### config.mk
export PLATFORM = sky130hd
export DESIGN_NAME = scan_doubler
export DESIGN_NICKNAME = d
export VERILOG_FILES = /design/src/rtl/scan_doubler_pkg.sv /design/src/rtl/scan_doubler_line_buffer.sv /design/src/rtl/scan_doubler.sv
export SDC_FILE = /design/constraint.sdc
export NUM_CORES = 2
export LEC_CHECK = 0
export BUFFER_PORTS_ARGS = -buffer_cell sky130_fd_sc_hd__buf_4
export CAP_MARGIN = 20
export CORE_MARGIN = 1.5
export CORE_UTILIZATION = 40
export CTS_BUF_LIST = sky130_fd_sc_hd__clkbuf_8
export DETAILED_ROUTE_END_ITERATION = 12
export GPL_ROUTABILITY_DRIVEN = 0
export SLEW_MARGIN = 0
export SYNTH_ARGS = -nofsm -noshare
export SYNTH_HDL_FRONTEND = slang
export SYNTH_SLANG_ARGS = --single-unit
### constraint.sdc
create_clock -name clk -period 6.2 [get_ports clk]
set_input_delay 0.62 -clock clk [delete_from_list [all_inputs] [get_ports clk]]
set_output_delay 0.62 -clock clk [all_outputs]
set_load 0.02 [all_outputs]
### src/rtl/scan_doubler_pkg.sv
`timescale 1ns/1ps
// Shared types and default timing for the line-doubling scan converter.
package scan_doubler_pkg;

  typedef struct packed {
    logic [2:0] r;
    logic [2:0] g;
    logic [1:0] b;
  } rgb332_t;

  typedef enum logic [1:0] {
    IDLE,
    COPY0,
    COPY1,
    STARVED
  } sd_state_e;

  localparam int H_ACTIVE_DEF     = 256;
  localparam int H_TOTAL_DEF      = 384;
  localparam int H_SYNC_START_DEF = 300;
  localparam int H_SYNC_LEN_DEF   = 46;

endpackage

### src/rtl/scan_doubler_line_buffer.sv
`timescale 1ns/1ps
// Ping-pong line store: simple dual-port RAM, one write and one
// registered read per clock; bank select is the address MSB.
module line_buffer_ram #(
  parameter int DEPTH = 512,
  parameter int AW    = $clog2(DEPTH),
  parameter int DW    = 8
) (
  input  logic          clk,
  input  logic          wr_en,
  input  logic [AW-1:0] wr_addr,
  input  logic [DW-1:0] wr_data,
  input  logic [AW-1:0] rd_addr,
  output logic [DW-1:0] rd_data
);

`ifdef LINE_BUFFER_VENDOR_IP
  sdp_ram_ip #(
    .DEPTH (DEPTH),
    .AW    (AW),
    .DW    (DW)
  ) u_ip (
    .clk     (clk),
    .wr_en   (wr_en),
    .wr_addr (wr_addr),
    .wr_data (wr_data),
    .rd_addr (rd_addr),
    .rd_data (rd_data)
  );
`else
  logic [DW-1:0] mem [DEPTH];

  always_ff @(posedge clk) begin
    if (wr_en) mem[wr_addr] <= wr_data;
    rd_data <= mem[rd_addr];
  end
`endif

endmodule

### src/rtl/scan_doubler.sv
`timescale 1ns/1ps
// Line doubler: captures 15 kHz input lines into a ping-pong buffer
// and replays the previous line twice at 31 kHz with its own timing.
module scan_doubler
  import scan_doubler_pkg::*;
#(
  parameter int H_ACTIVE     = H_ACTIVE_DEF,
  parameter int H_TOTAL      = H_TOTAL_DEF,
  parameter int H_SYNC_START = H_SYNC_START_DEF,
  parameter int H_SYNC_LEN   = H_SYNC_LEN_DEF
) (
  input  logic       clk,
  input  logic       rst,
  input  logic       in_pix_en,
  input  logic       in_valid,
  input  logic [7:0] in_rgb,
  input  logic       in_line_start,
  input  logic       in_vsync,
  output logic [7:0] out_rgb,
  output logic       out_de,
  output logic       out_hsync,
  output logic       out_vsync,
  output logic       starved
);

  localparam int AW = $clog2(H_ACTIVE) + 1;
  localparam int HW = $clog2(H_TOTAL);

  localparam logic [AW-1:0] WR_FULL  = AW'(H_ACTIVE);
  localparam logic [HW-1:0] H_LAST   = HW'(H_TOTAL - 1);
  localparam logic [HW-1:0] H_ACT    = HW'(H_ACTIVE);
  localparam logic [HW-1:0] HS_START = HW'(H_SYNC_START);
  localparam logic [HW-1:0] HS_END   = HW'(H_SYNC_START + H_SYNC_LEN);

  logic          wr_bank;
  logic [AW-1:0] wr_addr;
  logic          wr_en;
  logic [AW-1:0] wr_ram_addr;
  rgb332_t       wr_px;

  sd_state_e     state, state_n;
  logic [HW-1:0] h_cnt, h_cnt_n;
  logic          rd_bank, rd_bank_n;
  logic          starved_n;
  logic          wrap;
  logic [AW-1:0] rd_ram_addr;
  logic [7:0]    rd_data;

  logic          de0, hs0;
  logic          de1, hs1, vs1;

  // Line start always lands in the freshly toggled bank at address 0.
  always_comb begin
    wr_px       = in_valid ? rgb332_t'(in_rgb) : '0;
    wr_en       = 1'b0;
    wr_ram_addr = {wr_bank, wr_addr[AW-2:0]};
    if (in_line_start) begin
      wr_en       = in_pix_en;
      wr_ram_addr = {~wr_bank, {(AW-1){1'b0}}};
    end else if (in_pix_en && wr_addr < WR_FULL) begin
      wr_en = 1'b1;
    end
  end

  always_ff @(posedge clk or posedge rst) begin
    if (rst) begin
      wr_bank <= 1'b0;
      wr_addr <= WR_FULL;
    end else if (in_line_start) begin
      wr_bank <= ~wr_bank;
      wr_addr <= AW'(1);
    end else if (in_pix_en && wr_addr < WR_FULL) begin
      wr_addr <= wr_addr + 1'b1;
    end
  end

  assign wrap = (h_cnt == H_LAST);

  always_comb begin
    state_n   = state;
    rd_bank_n = rd_bank;
    starved_n = starved;
    h_cnt_n   = wrap ? '0 : h_cnt + 1'b1;
    if (in_line_start) begin
      state_n   = COPY0;
      rd_bank_n = wr_bank;
      starved_n = 1'b0;
      h_cnt_n   = '0;
    end else if (wrap) begin
      case (state)
        COPY0: state_n = COPY1;
        COPY1: begin
          state_n   = STARVED;
          starved_n = 1'b1;
        end
        default: ;
      endcase
    end
  end

  always_ff @(posedge clk or posedge rst) begin
    if (rst) begin
      state   <= IDLE;
      h_cnt   <= '0;
      rd_bank <= 1'b0;
      starved <= 1'b1;
    end else begin
      state   <= state_n;
      h_cnt   <= h_cnt_n;
      rd_bank <= rd_bank_n;
      starved <= starved_n;
    end
  end

  assign rd_ram_addr = {rd_bank, h_cnt[AW-2:0]};
  assign de0 = (state == COPY0 || state == COPY1) && (h_cnt < H_ACT);
  assign hs0 = (h_cnt >= HS_START) && (h_cnt < HS_END);

  line_buffer_ram #(
    .DEPTH (2 * H_ACTIVE),
    .AW    (AW),
    .DW    (8)
  ) u_ram (
    .clk     (clk),
    .wr_en   (wr_en),
    .wr_addr (wr_ram_addr),
    .wr_data (wr_px),
    .rd_addr (rd_ram_addr),
    .rd_data (rd_data)
  );

  // Stage 1 tracks the RAM read latency, stage 2 is the output register.
  always_ff @(posedge clk or posedge rst) begin
    if (rst) begin
      de1       <= 1'b0;
      hs1       <= 1'b0;
      vs1       <= 1'b0;
      out_rgb   <= '0;
      out_de    <= 1'b0;
      out_hsync <= 1'b0;
      out_vsync <= 1'b0;
    end else begin
      de1       <= de0;
      hs1       <= hs0;
      vs1       <= in_vsync;
      out_rgb   <= de1 ? rd_data : '0;
      out_de    <= de1;
      out_hsync <= hs1;
      out_vsync <= vs1;
    end
  end

endmodule

==> flow_summary.json <==
{
  "fin_cells": 13700,
  "fill_cells": 33300,
  "h-tree-depth": 6,
  "hold_path_class": "input pin to asynchronous set/reset pin",
  "fmax_ghz": 0.190,
  "synth_flop_cell": "edfxtp_1",
  "final_nets": 7907,
  "start_kind": "flop",
  "die_area_um2": 407000,
  "finalPower_mw": 55.5,
  "period_minus_slack_ps": 5260,
  "dp_cells": 12500,
  "die_w_um": 638,
  "switching_share": 0.234,
  "synth_area_um2": 161000,
  "status": "finished clean",
  "final_common_cell": "edfxtp_1",
  "grt_overflow": 0,
  "final_core_util": 0.449,
  "reg2regPathDepth": 8,
  "critPathSlowestCell": "dfrtp_4",
  "cts_tree": "built",
  "cts_buffers": 661,
  "cpLargestDelayFamily": "compound AO/OA/AOI/OAI gates",
  "grt_start_max_net_pins": 205,
  "routed_wl_um": 450000,
  "pre_cts_slack_ps": 1040,
  "relSlewSlack": 0.0931,
  "slowest_delay_ps": 1140,
  "ant_nets": 0,
  "comb_power_share": 0.059,
  "cp_num_buf_inv": 2,
  "cp_max_fo": 37,
  "cts.clk_slew.worst_paths_ps": 60,
  "switching_power_mw": 13.0,
  "finalSetupTns_ps": 0,
  "cts_sinks": 4141,
  "async_flop_share": 0.00894,
  "num_vias": 80900,
  "drv_slew": 0,
  "p_leak_nw": 51.3,
  "cts-root-buf": "clkbuf_8",
  "grt_use_total": 0.217,
  "r2r-end": "u_ram.rd_data[0]",
  "rows": 232,
  "finalCritPeriodShare": 0.848,
  "pin_count": 26,
  "grt_pass1_wl_um": 630000,
  "most-common-layout-cells": "edfxtp_1, mux4_2, clkbuf_8",
  "ctsHoldBuffers": 10,
  "power.density_nw_per_um2": 309,
  "port_buffers": 25,
  "r2r_slack_ps": 940,
  "post-dp-hpwl_um": 266000,
  "antenna_found_initial": 27,
  "syn_inst": 7430,
  "arrival_ps": 6320,
  "syn-mean-instance-area_um2": 21.7,
  "path_class": "flop to flop",
  "post_drt_wl_per_cell_um": 32.9,
  "viasPerCell": 5.91,
  "syn_nets": 7448,
  "synth-edff-count": 4096,
  "p_clk_frac": 0.385,
  "grt_pass1_vias": 81700,
  "cts_resized": 0,
  "max-cap-violations": 0,
  "worst_pin_slew_ps": 1360,
  "ys_warn_count": 0,
  "irDropWorstVdd_uv": 247,
  "synth.ff_latch_count": 4141,
  "cts_setup_buffers": 0,
  "ys_types": 79,
  "clockBufferDepth": 4,
  "finalHoldViolations": 0,
  "reg2reg_from": "h_cnt[0]",
  "fin_worst_skew_ps": 89.6,
  "drtPass1Iterations": 8,
  "drcViolationCount": 0,
  "clk_latency_ps": 1250,
  "start_util": 0.403,
  "finalSetupViolCount": 0,
  "dieHeight_um": 638,
  "coreArea_um2": 400000,
  "rsz0062_at_grt": "false",
  "layout-drive-gt1-share": 0.253,
  "internal_power_mw": 42.5,
  "crit_required_ps": 7260,
  "first_iter_violations": 11100,
  "endpoint_kind": "flop",
  "cp_cell_sequence": "buf_12 -> buf_12 -> mux4_2 -> mux4_2 -> nor3_1 -> a2111oi_1 -> a2111oi_0 -> a32oi_1",
  "yosysSeqAreaShare": 0.770,
  "p_seq_frac": 0.556,
  "setup_ws_ps": 941,
  "syn2layout_area_growth_pct": 11.5
}
## metrics by stage
stage / hold WS, ps / cell area (um^2)
finish: 104 / 180000
global route: 80.4 / 180000
CTS: 4.54 / 180000
detailed placement: 500 / 168000
global placement: 482 / 168000
floorplan: 331 / 161000
## area by class of cell
type	count	area, um^2	area share
diodes	19	47.5	0.000265
multi-input cells	2818	34400	0.192
repair buffers	257	2620	0.0146
flip-flops and latches	4141	124000	0.691
well taps	5265	6590	0.0367
clock inverters	488	2520	0.0140
clock buffers	675	9290	0.0517
inverters	10	38.8	0.000216
## worst min-delay path, cell delays in order
cell	delay, ps
dlygate4sd3_1	530
buf_4	130
inv_2	30
buf_4	470
## cells in the mapped netlist, types with 18 or more instances
cell	n	area share
a2111oi_0	24	0.0013
a211oi_1	18	0.00084
a21oi_1	62	0.0019
a221oi_1	46	0.0025
a22oi_1	63	0.0029
and2_1	21	0.00082
buf_1	45	0.0010
buf_2	103	0.0032
buf_4	43	0.0020
buf_6	55	0.0038
buf_8	29	0.0027
clkbuf_1	173	0.0040
dfrtp_1	35	0.0054
edfxtp_1	4096	0.76
mux2_2	38	0.0027
mux2i_1	369	0.023
mux4_1	21	0.0034
mux4_2	979	0.14
nand2_1	170	0.0040
nand3_1	32	0.00099
nor2_1	597	0.014
nor2b_1	18	0.00070
nor3_1	35	0.0011
o211ai_1	22	0.0010
o21ai_0	50	0.0016
o221ai_1	39	0.0021
o22ai_1	51	0.0020
## flip-flops by register name, summed over array words and instances (netlist names)
signal,count
u_ram.mem,4096
h_cnt,9
wr_addr,9
out_rgb,8
u_ram.rd_data,8
state,2
de1,1
hs1,1
out_de,1
out_hsync,1
out_vsync,1
rd_bank,1
starved,1
vs1,1
wr_bank,1
## worst max path at each step
stage / start / cells after the start / slack [ps] / endpoint
final: h_cnt[0] / 8 / 940 / u_ram.rd_data[0]
after global routing: h_cnt[0] / 8 / 1040 / u_ram.rd_data[0]
after CTS: h_cnt[0] / 8 / 1030 / u_ram.rd_data[0]
after detailed placement: h_cnt[0] / 8 / 1040 / u_ram.rd_data[0]
after global placement: h_cnt[0] / 7 / 590 / u_ram.rd_data[0]
after floorplan: in_rgb[0] / 1 / 1270 / u_ram.mem[0][0]
## power by group through the flow
stage,registers (mW),clock network (mW),logic [mW]
final,30.9,21.4,3.26
after global routing,30.9,22.9,3.38
after CTS,30.9,21.7,3.28
after detailed placement,31.5,0,3.26
after global placement,31.5,0,3.22
after floorplan,31.5,0,2.04
## routing by layer
metal,GRT usage,share of wire,vias to the layer above
met1,0.301,0.39,43300
met5,0,0.000058,-
li1,-,-,32100
met4,0.0824,0.040,4
met3,0.0441,0.094,850
met2,0.341,0.47,4608
## logic make-up after synthesis
kind of cell,after synthesis,share of synthesized area
flops,4141,0.770
fa+ha+maj,4,0.000311
buf+inv,471,0.0182
simple gates,928,0.0238
xor+xnor,12,0.000652
mux,1407,0.166
compound gates,467,0.0211
Note: power is estimated with default switching activity, not from simulation.
